## src/rtl/servile_mem_arbiter.sv

```systemverilog
// servile_mem_arbiter: two-master Wishbone arbiter for the servile memory port.
// m0 is the CPU data path and m1 is a secondary requester (loader/debug/DMA).
// Grant is registered in IDLE and held for one access; the slave side carries
// the owner's fields and strobe only while BUSY.
//
// Handshake: a master holds stb high until it sees its own ack, which is a
// one-cycle combinational echo of i_wb_s_ack. Dropping stb before the ack
// abandons the access. At least one IDLE cycle separates two slave accesses.
//
// Optional feature: define SERVILE_ARB_TIMEOUT_EN to enable a BUSY watchdog
// that completes the access with rdt=0 and pulses o_timeout after TIMEOUT_CYC
// cycles without an ack. Without it, o_timeout is tied low.
module servile_mem_arbiter #(
    parameter logic FIXED_PRIO  = 1'b0,
    parameter int   TIMEOUT_CYC = 255
) (
    input  logic        i_clk,
    input  logic        i_rst_n,
    input  logic [31:0] i_wb_m0_adr,
    input  logic [31:0] i_wb_m0_dat,
    input  logic [3:0]  i_wb_m0_sel,
    input  logic        i_wb_m0_we,
    input  logic        i_wb_m0_stb,
    output logic [31:0] o_wb_m0_rdt,
    output logic        o_wb_m0_ack,
    input  logic [31:0] i_wb_m1_adr,
    input  logic [31:0] i_wb_m1_dat,
    input  logic [3:0]  i_wb_m1_sel,
    input  logic        i_wb_m1_we,
    input  logic        i_wb_m1_stb,
    output logic [31:0] o_wb_m1_rdt,
    output logic        o_wb_m1_ack,
    output logic [31:0] o_wb_s_adr,
    output logic [31:0] o_wb_s_dat,
    output logic [3:0]  o_wb_s_sel,
    output logic        o_wb_s_we,
    output logic        o_wb_s_stb,
    input  logic [31:0] i_wb_s_rdt,
    input  logic        i_wb_s_ack,
    output logic        o_busy,
    output logic        o_owner,
    output logic        o_timeout
);

    typedef enum logic {S_IDLE = 1'b0, S_BUSY = 1'b1} state_t;

    // The watchdog counter is 16 bits wide, so its limit must fit.
    if (TIMEOUT_CYC < 1 || TIMEOUT_CYC > 65535) begin : g_bad_timeout
        $error("servile_mem_arbiter: TIMEOUT_CYC must be in 1..65535");
    end

    state_t state;
    logic   owner;
    logic   last;
    logic   busy;
    logic   own_stb;
    logic   grant;
    logic   timeout_hit;
    logic   done;

    assign busy    = (state == S_BUSY);
    assign own_stb = owner ? i_wb_m1_stb : i_wb_m0_stb;

    // Contention goes to m0 in fixed mode, otherwise to the master not served last.
    assign grant = (i_wb_m0_stb && i_wb_m1_stb) ? (FIXED_PRIO ? 1'b0 : ~last)
                                                : i_wb_m1_stb;

`ifdef SERVILE_ARB_TIMEOUT_EN
    logic [15:0] cnt;

    // Watchdog: cleared on grant, counts BUSY cycles that pass without an ack.
    always_ff @(posedge i_clk or negedge i_rst_n) begin
        if (!i_rst_n) begin
            cnt <= 16'd0;
        end else if (!busy) begin
            cnt <= 16'd0;
        end else if (!i_wb_s_ack) begin
            cnt <= cnt + 16'd1;
        end
    end

    // A real ack in the same cycle takes precedence over the watchdog.
    assign timeout_hit = busy && own_stb && !i_wb_s_ack
                      && (cnt == 16'(TIMEOUT_CYC - 1));
`else
    assign timeout_hit = 1'b0;
`endif

    // The access completes on the slave ack or on a watchdog abort.
    assign done = busy && (i_wb_s_ack || timeout_hit);

    // Arbitration FSM: grant registered from IDLE, released on ack, abort or timeout.
    always_ff @(posedge i_clk or negedge i_rst_n) begin
        if (!i_rst_n) begin
            state <= S_IDLE;
            owner <= 1'b0;
            last  <= 1'b1;
        end else begin
            case (state)
                S_IDLE: begin
                    if (i_wb_m0_stb || i_wb_m1_stb) begin
                        state <= S_BUSY;
                        owner <= grant;
                    end
                end
                S_BUSY: begin
                    if (i_wb_s_ack || !own_stb || timeout_hit) begin
                        state <= S_IDLE;
                        last  <= owner;
                    end
                end
                default: state <= S_IDLE;
            endcase
        end
    end

    assign o_wb_s_adr  = owner ? i_wb_m1_adr : i_wb_m0_adr;
    assign o_wb_s_dat  = owner ? i_wb_m1_dat : i_wb_m0_dat;
    assign o_wb_s_sel  = owner ? i_wb_m1_sel : i_wb_m0_sel;
    assign o_wb_s_we   = owner ? i_wb_m1_we  : i_wb_m0_we;
    assign o_wb_s_stb  = busy && own_stb && !timeout_hit;

    assign o_wb_m0_ack = done && !owner;
    assign o_wb_m1_ack = done && owner;
    assign o_wb_m0_rdt = timeout_hit ? 32'h0 : i_wb_s_rdt;
    assign o_wb_m1_rdt = timeout_hit ? 32'h0 : i_wb_s_rdt;

    assign o_busy    = busy;
    assign o_owner   = owner;
    assign o_timeout = timeout_hit;

endmodule

```

## config.mk

```make
export PLATFORM = sky130hd
export DESIGN_NAME = servile_mem_arbiter
export DESIGN_NICKNAME = d
export VERILOG_FILES = /design/src/rtl/servile_mem_arbiter.sv
export SDC_FILE = /design/constraint.sdc
export NUM_CORES = 1
export LEC_CHECK = 0
export BUFFER_PORTS_ARGS = -buffer_cell sky130_fd_sc_hd__buf_2
export CAP_MARGIN = 20
export CORE_AREA = 2 2 122 124
export CTS_CLUSTER_SIZE = 28
export DETAILED_ROUTE_END_ITERATION = 12
export DIE_AREA = 0 0 124 126
export PLACE_DENSITY = 0.47
export SYNTH_ARGS = -nofsm -noshare
export SYNTH_HDL_FRONTEND = slang
export SYNTH_SLANG_ARGS = --single-unit
```

## constraint.sdc

```tcl
create_clock -name i_clk -period 1.35 [get_ports i_clk]
set_input_delay 0.0675 -clock i_clk [delete_from_list [all_inputs] [get_ports i_clk]]
set_output_delay 0.0675 -clock i_clk [all_outputs]
set_load 0.02 [all_outputs]
```

==> impl_results.md, run 1 <==
* Status: finished, violations left
* Failing checks: setup timing
* Drc violations at 0
* Synth area leader: mux2_4
* IO Count at between 300 and 400
* R2r worst-path depth at 3
* Pin count of the biggest net entering global routing at 29
* Vias at ~1700
* TritonCTS Buffers at 3
* Global-route wire length before repair at 8150 um
* MaxCap Viol Count at 0
* Worst path arrival time at approximately 1.4 ns
* Initial antenna violation count at 0
* Hold Violations, Final at 0
* Drt wl/cell at around 13 um
* Buf/Inv on CP at 2
* Netlist cell types at 20
* Peak VDD IR at roughly 0.45 mV
* Mapped Avg Cell Area at 10.2 um^2
* Max Fanout on Critical Path at 25
* Minimum clock period at 1.49 ns
* Pwr Density at about 1700 nW/um^2
* Critical Path Slowest Stage Cell: dfrtp_4
* Seq/Total Area, Yosys at roughly 4.6%
* Post-Synthesis Cells at roughly 160
* Bufs on Longest Clock Path at 2
* Die height at about 130 um
* RD Place Congestion at approximately 0.7
* HP Class: in -> reg
* R2r startpoint: o_owner
* #FFs+latches synth at 3
* Hold Path Stages at 2
* Share of Yosys cell area claimed by the top area cell type at a little over a third
* H-tree depth reported by CTS at 1
* Cell Area, Placed at about 2500 um^2
* Hold Crit Start: i_wb_s_ack
* Root Buffer: clkbuf_16
* Worst-path cell chain: buf_12 -> mux2_4 -> buf_2
* Drt initial violations at 23
* Vias in the first global route at 1737
* Final WL at about 6500 um
* Setup Crit Path Kind: reg -> out
* Die Area at 15600 um^2
* Setup TNS at -7.84 ns
* Clock-pin slew on the worst setup and hold paths at 0.03 ns
* Unrepaired setup endpoints after global routing: yes
* Final global-route overflow total at 0
* Final Worst Setup Slack at -0.137 ns
* Sequential cell area at 80.1 um^2
* Leak at about 1.5 nW
* Synth top area cells: mux2_4 (36%), buf_4 (29%), mux2_2 (16%), buf_6 (4.1%), mux2_1 (3.4%)
* HPWL after DPL at roughly 5700 um
* Setup violations, final at 70
* Final core occ at 19.0%
* Total power at around 0.0047 W
* PortBufs at about 220
* Clock skew at approximately 0.00075 ns
* Worst path max stage delay at between 0.5 and 0.6 ns
* Yosys warnings at 0
* Num rows at 44
* Cell family with most CP delay: flip-flops
* FMAX at 672 MHz
* CTS tree: built
* Worst reg2reg endpoint: o_busy
* Vias/cell at around 3.5
* Core area at between 10000 and 15000 um^2
* Worst-skew pair later-pin latency at between 0.2 and 0.25 ns
* Initial Util at between 10% and 20%
* CP Data Required Time at approximately 1.3 ns
* Hold endpoint: o_busy
* Post-CTS Setup Inserts at 0
* Final antenna-violating net count at 0
* Final Slew Violations at 0
* Layout cells sized above 1 at a little over 90%
* Clock sink count at 3
* Critical Path Sink Type: output port
* Multi-input logic area at a little over 1000 um^2
* Design Area, Final at between 2000 and 3000 um^2
* CP startpoint kind: flip-flop
* Detailed Routing Iterations Pass 1 at 4
* Synth Cell Area at roughly 1700 um^2
* Layout area overhead at 63.5%
* ANT cells at 0
* Nets@finish at about 490
* Final period utilization at 110%
* Filler Cells Inserted at ~1600
* Flop2flop setup slack at around 0.20 ns
* GRT Util Overall at under 10%
* Die width at around 120 um
* Post-synth net total at about 340
==> layer usage <==
layer / wire, um / part of all wire [%] / GRT usage [%] / vias to the layer above
li1: - / - / - / 796
met1: 2110 / 32 / 6.18 / 760
met2: 3440 / 53 / 14.8 / 167
met3: 914 / 14 / 1.59 / 8
met4: 46 / 0.71 / 1.12 / 0
met5: 0 / 0 / 0 / -
==> cells by family (layout without fill, tap and decap cells) <==
group,Yosys count,in the layout,synth area share (%)
AO/OA/AOI/OAI,3,3,1.28
buffers and inverters,74,227,34.3
flip-flops,3,3,4.60
multiplexers,70,70,56.4
other,1,1,0.226
AND/OR/NAND/NOR,11,11,3.17
==> state kept, by name, indices dropped and copies added, names as in the netlist <==
register / count
o_owner: 1
o_busy: 1
last: 1
==> timing repair <==
action / in CTS / in global routing
gates cloned: 0 / 0
pin swaps: 0 / 0
hold buffers: 1 / 0
hold endpoints to repair: 3 / 0
endpoints found under the setup margin: 70 / 70
gates resized for setup: 12 / 37
==> metrics by stage <==
stage	worst slack [ns]	hold slack, ns	instances
2_1_floorplan	0.0880	-0.228	162
6_report	-0.137	0.131	499
5_1_grt	-0.174	0.135	499
3_5_place_dp	0.0495	-0.127	494
4_1_cts	-0.147	0.122	499
3_3_place_gp	0.0643	-0.131	494
==> Yosys cell counts (all sizes together) <==
| cell type | number |
|---|---|
| a32o | 1 |
| and3 | 1 |
| buf | 73 |
| conb | 1 |
| dfrtp | 2 |
| dfstp | 1 |
| inv | 1 |
| mux2 | 69 |
| mux2i | 1 |
| nand2 | 3 |
| nand2b | 1 |
| nand3 | 2 |
| nand3b | 1 |
| nor2 | 3 |
| o21ai | 1 |
| o22ai | 1 |
==> worst max path at each step <==
stage,from,end,slack [ns],cells past startpoint
floorplan,o_owner,o_wb_s_dat[28],0.09,3
global placement,o_owner,o_wb_s_we,0.06,3
detailed placement,o_owner,o_wb_s_dat[31],0.05,3
CTS,o_owner,o_wb_s_dat[31],-0.15,3
global route,o_owner,o_wb_s_adr[0],-0.17,3
finish,o_owner,o_wb_s_adr[25],-0.14,3
==> report_power, final <==
| part | total, W | switching [W] | internal (W) | leakage (nW) |
|---|---|---|---|---|
| Sequential | 0.000212 | 0.0000618 | 0.000150 | 0.0330 |
| Clock | 0.000464 | 0.0000752 | 0.000389 | 0.0382 |
| Combinational | 0.00400 | 0.00196 | 0.00203 | 1.42 |
| Total | 0.00467 | 0.00210 | 0.00257 | 1.49 |
==> final cells by class <==
cell class | instances | share of cell area (%)
Tap cell | 184 | 8.48
Timing Repair Buffer | 222 | 48.0
Multi-Input combinational cell | 85 | 37.5
Inverter | 1 | 0.138
Clock buffer | 4 | 2.90
Sequential cell | 3 | 2.95
==> cells in the final DEF, fill, tap and decap left out <==
cell type / instances
buf_2: 192
mux2_4: 40
mux2_2: 24
buf_6: 24
mux2_1: 5
nor2_1: 3
nand2_1: 3
clkbuf_16: 3
buf_4: 3
nand3_1: 2
buf_12: 2
inv_1: 1
mux2i_2: 1
and3_1: 1
o22ai_1: 1
nand3b_1: 1
o21ai_0: 1
nand2b_1: 1
a32o_1: 1
conb_1: 1
clkbuf_1: 1
dlygate4sd3_1: 1
dfstp_2: 1
dfrtp_1: 1
dfrtp_4: 1
==> worst reg2reg max path: cells and delay by family (launching register included) <==
family | cells | cell delay (ns)
mux | 1 | 0.26
flops | 1 | 0.46
buf+inv | 1 | 0.19
compound gates | 1 | 0.12
No activity file was read; power rests on OpenSTA's default activity.
==> run 2, diff against run 1 <==
--- a/config.mk
+++ b/config.mk
@@ -12,6 +12,7 @@
 export DETAILED_ROUTE_END_ITERATION = 12
 export DIE_AREA = 0 0 124 126
 export PLACE_DENSITY = 0.47
+export SKIP_CTS_REPAIR_TIMING = 1
 export SYNTH_ARGS = -nofsm -noshare
 export SYNTH_HDL_FRONTEND = slang
 export SYNTH_SLANG_ARGS = --single-unit
==> impl_results.md, run 2 (synthesis results as in run 1) <==
* Minimum clock period at 1.49 ns (about the same)
* Layout cells sized above 1 at 92.4% (unchanged)
* Routed length on met3 at 932 um (was 914 um)
* Clock sink count at 3 (unchanged)
* Final Worst Setup Slack at -0.136 ns (was -0.137 ns)
* Num rows at 44 (unchanged)
* Pin count of the biggest net entering global routing at 29 (unchanged)
* Initial Util at 11.6% (unchanged)
* Clock skew at 0.000748 ns (about the same)
* Most frequent cells in the layout: buf_2 (192), mux2_4 (40), mux2_2 (24), buf_6 (24), mux2_1 (5) (unchanged)
* Initial antenna violation count at 0 (unchanged)
* Failing checks: setup timing (unchanged)
* Setup Crit Path Kind: reg -> out (unchanged)
* Nets@finish at 491 (unchanged)
* Vias in the first global route at 1731 (was 1737)
* Die height at 126 um (unchanged)
* Setup violations, final at 70 (unchanged)
* Clock share of power at 9.9% (about the same)
* Wl on met1 at 2090 um (was 2110 um)
* Bufs on Longest Clock Path at 2 (unchanged)
* Top Metal Used: met4 (unchanged)
* Drt initial violations at 21 (was 23)
* H-tree depth reported by CTS at 1 (unchanged)
* CTS tree: built (unchanged)
* PortBufs at 216 (unchanged)
* Design Area, Final at 2720 um^2 (unchanged)
* Unrepaired setup endpoints after global routing: yes (unchanged)
* Part of the power in registers at 4.5% (about the same)
* Pwr Density at 1720 nW/um^2 (about the same)
* Dpl cells at 494 (unchanged)
* Global-route wire length before repair at 8100 um (was 8150 um)
* Comb power frac at 85.5% (about the same)
* Root Buffer: clkbuf_16 (unchanged)
* Drc violations at 0 (unchanged)
* Final WL at 6520 um (was 6510 um)
* Worst-skew pair later-pin latency at 0.22 ns (about the same)
* Final antenna-violating net count at 0 (unchanged)
* Core area at 14300 um^2 (unchanged)
* DR WL met2 at 3450 um (was 3440 um)
* Final Slew Violations at 0 (unchanged)
* Final std cells w/o fill at 499 (unchanged)
* Die width at 124 um (unchanged)
* Layout area overhead at 63.5% (unchanged)
* Critical Path Sink Type: output port (unchanged)
* CP startpoint kind: flip-flop (unchanged)
* HP Class: in -> reg (unchanged)
* Cell Area, Placed at 2470 um^2 (unchanged)
* Status: finished, violations left (unchanged)
* Sw frac at 45.0% (about the same)
* Pre-CTS WS at 0.0495 ns (unchanged)
* Clock-pin slew on the worst setup and hold paths at 0.03 ns (about the same)
* HPWL after DPL at 5730 um (unchanged)
* Vias at 1744 (was 1731)
* GRT Util Overall at 6.80% (was 6.83%)
* IO Count at 314 (unchanged)
* Setup TNS at -7.87 ns (was -7.84 ns)
* Leak at 1.49 nW (unchanged)
* Final global-route overflow total at 0 (unchanged)
* Peak VDD IR at 0.458 mV (was 0.454 mV)
* Die Area at 15600 um^2 (unchanged)
* FMAX at 673 MHz (was 672 MHz)
* Hold Violations, Final at 0 (unchanged)
* Final period utilization at 110% (about the same)
* Leading cell type in the layout, fill and taps excluded: buf_2 (unchanged)
* ANT cells at 0 (unchanged)
* Vias/cell at 3.49 (was 3.47)
* Final core occ at 19.0% (unchanged)
* Drt wl/cell at 13.1 um (was 13.0 um)
* Psw at 0.00211 W (was 0.00210 W)
* MaxCap Viol Count at 0 (unchanged)
* RD Place Congestion at 0.697 (unchanged)
* CP Data Required Time at 1.28 ns (about the same)
* Worst path arrival time at 1.42 ns (about the same)
* Detailed Routing Iterations Pass 1 at 4 (unchanged)
* Max Fanout on Critical Path at 25 (unchanged)
* Int Power at 0.00257 W (about the same)
* TritonCTS Buffers at 3 (unchanged)
run 2: cell counts in the layout (fill, tap and decap cells not counted):
Identical to the previous run, type by type.
run 2: path summary, 6_finish.rpt:
kind	startpoint	endpoint	slack, ns	cells after the start
max	o_owner	o_wb_s_adr[25]	-0.14	3
min	i_wb_s_ack	o_busy	0.13	2
max reg2reg	o_owner	o_busy	0.19	3
min reg2reg	last	last	0.51	2
max in group asynchronous	i_rst_n	last	0.97	2
min in group asynchronous	i_rst_n	o_owner	0.18	2
run 2: power by group through the flow:
stage,Sequential (W),Combinational [W],Clock [W]
floorplan,0.000202,0.00296,0
global placement,0.000204,0.00369,0
detailed placement,0.000212,0.00371,0
CTS,0.000212,0.00373,0.000475
global route,0.000223,0.00424,0.000481
finish,0.000212,0.00400,0.000464
run 2: per-stage QoR:
stage / hold slack [ns] / power, W
floorplan: -0.228 / 0.00317
global placement: -0.131 / 0.00390
detailed placement: -0.127 / 0.00392
CTS: -0.360 / 0.00442
global route: 0.135 / 0.00495
finish: 0.131 / 0.00468
run 2: layer usage:
layer,global-route usage [%],vias up
met5,0,-
met4,1.12,0
met3,1.59,8
met2,14.8,171
met1,6.13,769
li1,-,796
run 2: critical path, stage by stage (launching register included):
cell	delay, ns
dfrtp_4	0.51
buf_12	0.19
mux2_4	0.31
buf_2	0.16
run 2: cell type report:
class,count,area [um^2]
multi-input combinational,85,1020
inverter,1,3.75
sequential,3,80.1
clock buffer,4,78.8
tap,184,230
timing repair buffer,222,1300
fill,1600,11600
==> run 3, diff against run 2 <==
--- a/config.mk
+++ b/config.mk
@@ -12,6 +12,7 @@
 export DETAILED_ROUTE_END_ITERATION = 12
 export DIE_AREA = 0 0 124 126
 export PLACE_DENSITY = 0.47
+export REMOVE_ABC_BUFFERS = 1
 export SKIP_CTS_REPAIR_TIMING = 1
 export SYNTH_ARGS = -nofsm -noshare
 export SYNTH_HDL_FRONTEND = slang
==> impl_results.md, run 3 (synthesis results as in run 1) <==
* Crit path launch: o_owner (unchanged)
* Final Slew Violations at 0 (unchanged)
* Critical Path Sink Type: output port (unchanged)
* Hold Violations, Final at 0 (unchanged)
* H-tree depth reported by CTS at 1 (unchanged)
* Hold Path Stages at 2 (unchanged)
* Global-route wire length before repair at 9680 um (was 8100 um)
* Core area at 14300 um^2 (unchanged)
* Critical Path Slowest Stage Cell: dfrtp_4 (unchanged)
* TritonCTS Buffers at 3 (unchanged)
* Pin count of the biggest net entering global routing at 33 (was 29)
* Leading cell type in the layout, fill and taps excluded: buf_2 (unchanged)
* Vias in the first global route at 1713 (was 1731)
* Layout cells sized above 1 at 92.3% (was 92.4%)
* Setup Crit Path Kind: reg -> out (unchanged)
* Pre-CTS WS at 0.0778 ns (was 0.0495 ns)
* IO Count at 314 (unchanged)
* R2r worst-path depth at 3 (unchanged)
* MaxCap Viol Count at 0 (unchanged)
* Peak VDD IR at 0.641 mV (was 0.458 mV)
* Die height at 126 um (unchanged)
* Hold Crit Start: i_wb_s_ack (unchanged)
* CP startpoint kind: flip-flop (unchanged)
* Setup violations, final at 70 (unchanged)
* Initial Util at 11.6% (unchanged)
* GRT Util Overall at 8.74% (was 6.80%)
* Max Fanout on Critical Path at 15 (was 25)
* HP Class: in -> reg (unchanged)
* Drt wl/cell at 16.0 um (was 13.1 um)
* Detailed Routing Iterations Pass 1 at 4 (unchanged)
* Die Area at 15600 um^2 (unchanged)
* Final period utilization at 111% (was 110%)
* RD Place Congestion at 0.654 (was 0.697)
* Minimum clock period at 1.50 ns (was 1.49 ns)
* Drc violations at 0 (unchanged)
* Final global-route overflow total at 0 (unchanged)
* Most frequent cells in the layout: buf_2 (208), mux2_4 (43), mux2_2 (21), buf_6 (8), mux2_1 (5) (was buf_2 (192), mux2_4 (40), mux2_2 (24), buf_6 (24), mux2_1 (5))
* Setup TNS at -8.41 ns (was -7.87 ns)
* Vias/cell at 3.64 (was 3.49)
* HPWL after DPL at 7050 um (was 5730 um)
* Die width at 124 um (unchanged)
* Multi-input logic area at 1030 um^2 (was 1020 um^2)
* Pwr Density at 1670 nW/um^2 (was 1720 nW/um^2)
* Hold slack at 0.108 ns (was 0.131 ns)
* Cell Area, Placed at 2460 um^2 (was 2470 um^2)
* Final antenna-violating net count at 0 (unchanged)
* Flop2flop setup slack at 0.17 ns (was 0.19 ns)
* Vias at 1813 (was 1744)
* Root Buffer: clkbuf_16 (unchanged)
* Worst reg2reg endpoint: o_busy (unchanged)
* Initial antenna violation count at 1 (was 0)
* Bufs on Longest Clock Path at 2 (unchanged)
* Worst-path cell chain: buf_4 -> mux2_2 -> buf_2 (was buf_12 -> mux2_4 -> buf_2)
* FMAX at 666 MHz (was 673 MHz)
* Filler Cells Inserted at 1624 (was 1600)
* Layout area overhead at 57.4% (was 63.5%)
* Clock sink count at 3 (unchanged)
* PortBufs at 216 (unchanged)
* Final Worst Setup Slack at -0.151 ns (was -0.136 ns)
* Design Area, Final at 2610 um^2 (was 2720 um^2)
* Sequential cell area at 80.1 um^2 (unchanged)
* Worst path arrival time at 1.43 ns (was 1.42 ns)
* Leak at 1.46 nW (was 1.49 nW)
* Num rows at 44 (unchanged)
* CTS tree: built (unchanged)
* Status: finished, violations left (unchanged)
* Hold endpoint: o_busy (unchanged)
* CP Data Required Time at 1.28 ns (about the same)
* Final WL at 7960 um (was 6520 um)
* Clock skew at 0.00104 ns (was 0.000748 ns)
* Worst path max stage delay at 0.44 ns (was 0.51 ns)
* Clock-pin slew on the worst setup and hold paths at 0.03 ns (about the same)
* Nets@finish at 489 (was 491)
* Drt initial violations at 37 (was 21)
* Worst-skew pair later-pin latency at 0.22 ns (about the same)
* R2r startpoint: o_owner (unchanged)
* Failing checks: setup timing (unchanged)
* Unrepaired setup endpoints after global routing: yes (unchanged)
-- run 3: cell count changes in the layout (fill, tap and decap cells not counted), sizes merged --
cell,previous run,this run
buf,221,219
diode,0,1
-- run 3: worst max-delay path, delay by kind of cell, from the launching register on --
family / cells / cell delay (ns)
buffers and inverters: 2 / 0.41
flip-flops: 1 / 0.44
multiplexers: 1 / 0.36
-- run 3: stage by stage --
stage                     utilization, %  total power [W]  instances
after floorplan                        -          0.00198         89
after global placement              17.2          0.00376        492
after detailed placement            17.2          0.00382        492
after CTS                           17.7          0.00430        496
after global routing                18.3          0.00465        498
final                               18.3          0.00437        498
-- run 3: layout make-up --
| class | count | share of cell area (%) |
|---|---|---|
| antenna | 1 | 0.0957 |
| clock buffer | 4 | 3.02 |
| inverter | 1 | 0.144 |
| multi-input combinational | 85 | 39.4 |
| sequential | 3 | 3.06 |
| tap | 184 | 8.81 |
| timing repair buffer | 220 | 45.5 |
-- run 3: layer usage --
metal	routed length (um)	vias up	track usage, %
met5	70	-	3.95
met4	4	2	0
met3	2090	2	10.9
met2	3260	250	13.1
met1	2540	764	7.77
li1	-	795	-
-- run 3: power by group --
group	internal [W]	switching, W
Clock	0.000389	0.0000738
Sequential	0.000150	0.0000528
Combinational	0.00184	0.00187
-- run 3: how the worst max path moves through the flow --
stage                                end  cells past startpoint
after global routing      o_wb_s_adr[12]                      3
after detailed placement  o_wb_s_adr[31]                      3
after floorplan               o_wb_s_stb                      2
final                     o_wb_s_dat[31]                      3
after CTS                 o_wb_s_adr[31]                      3
after global placement    o_wb_s_adr[31]                      3
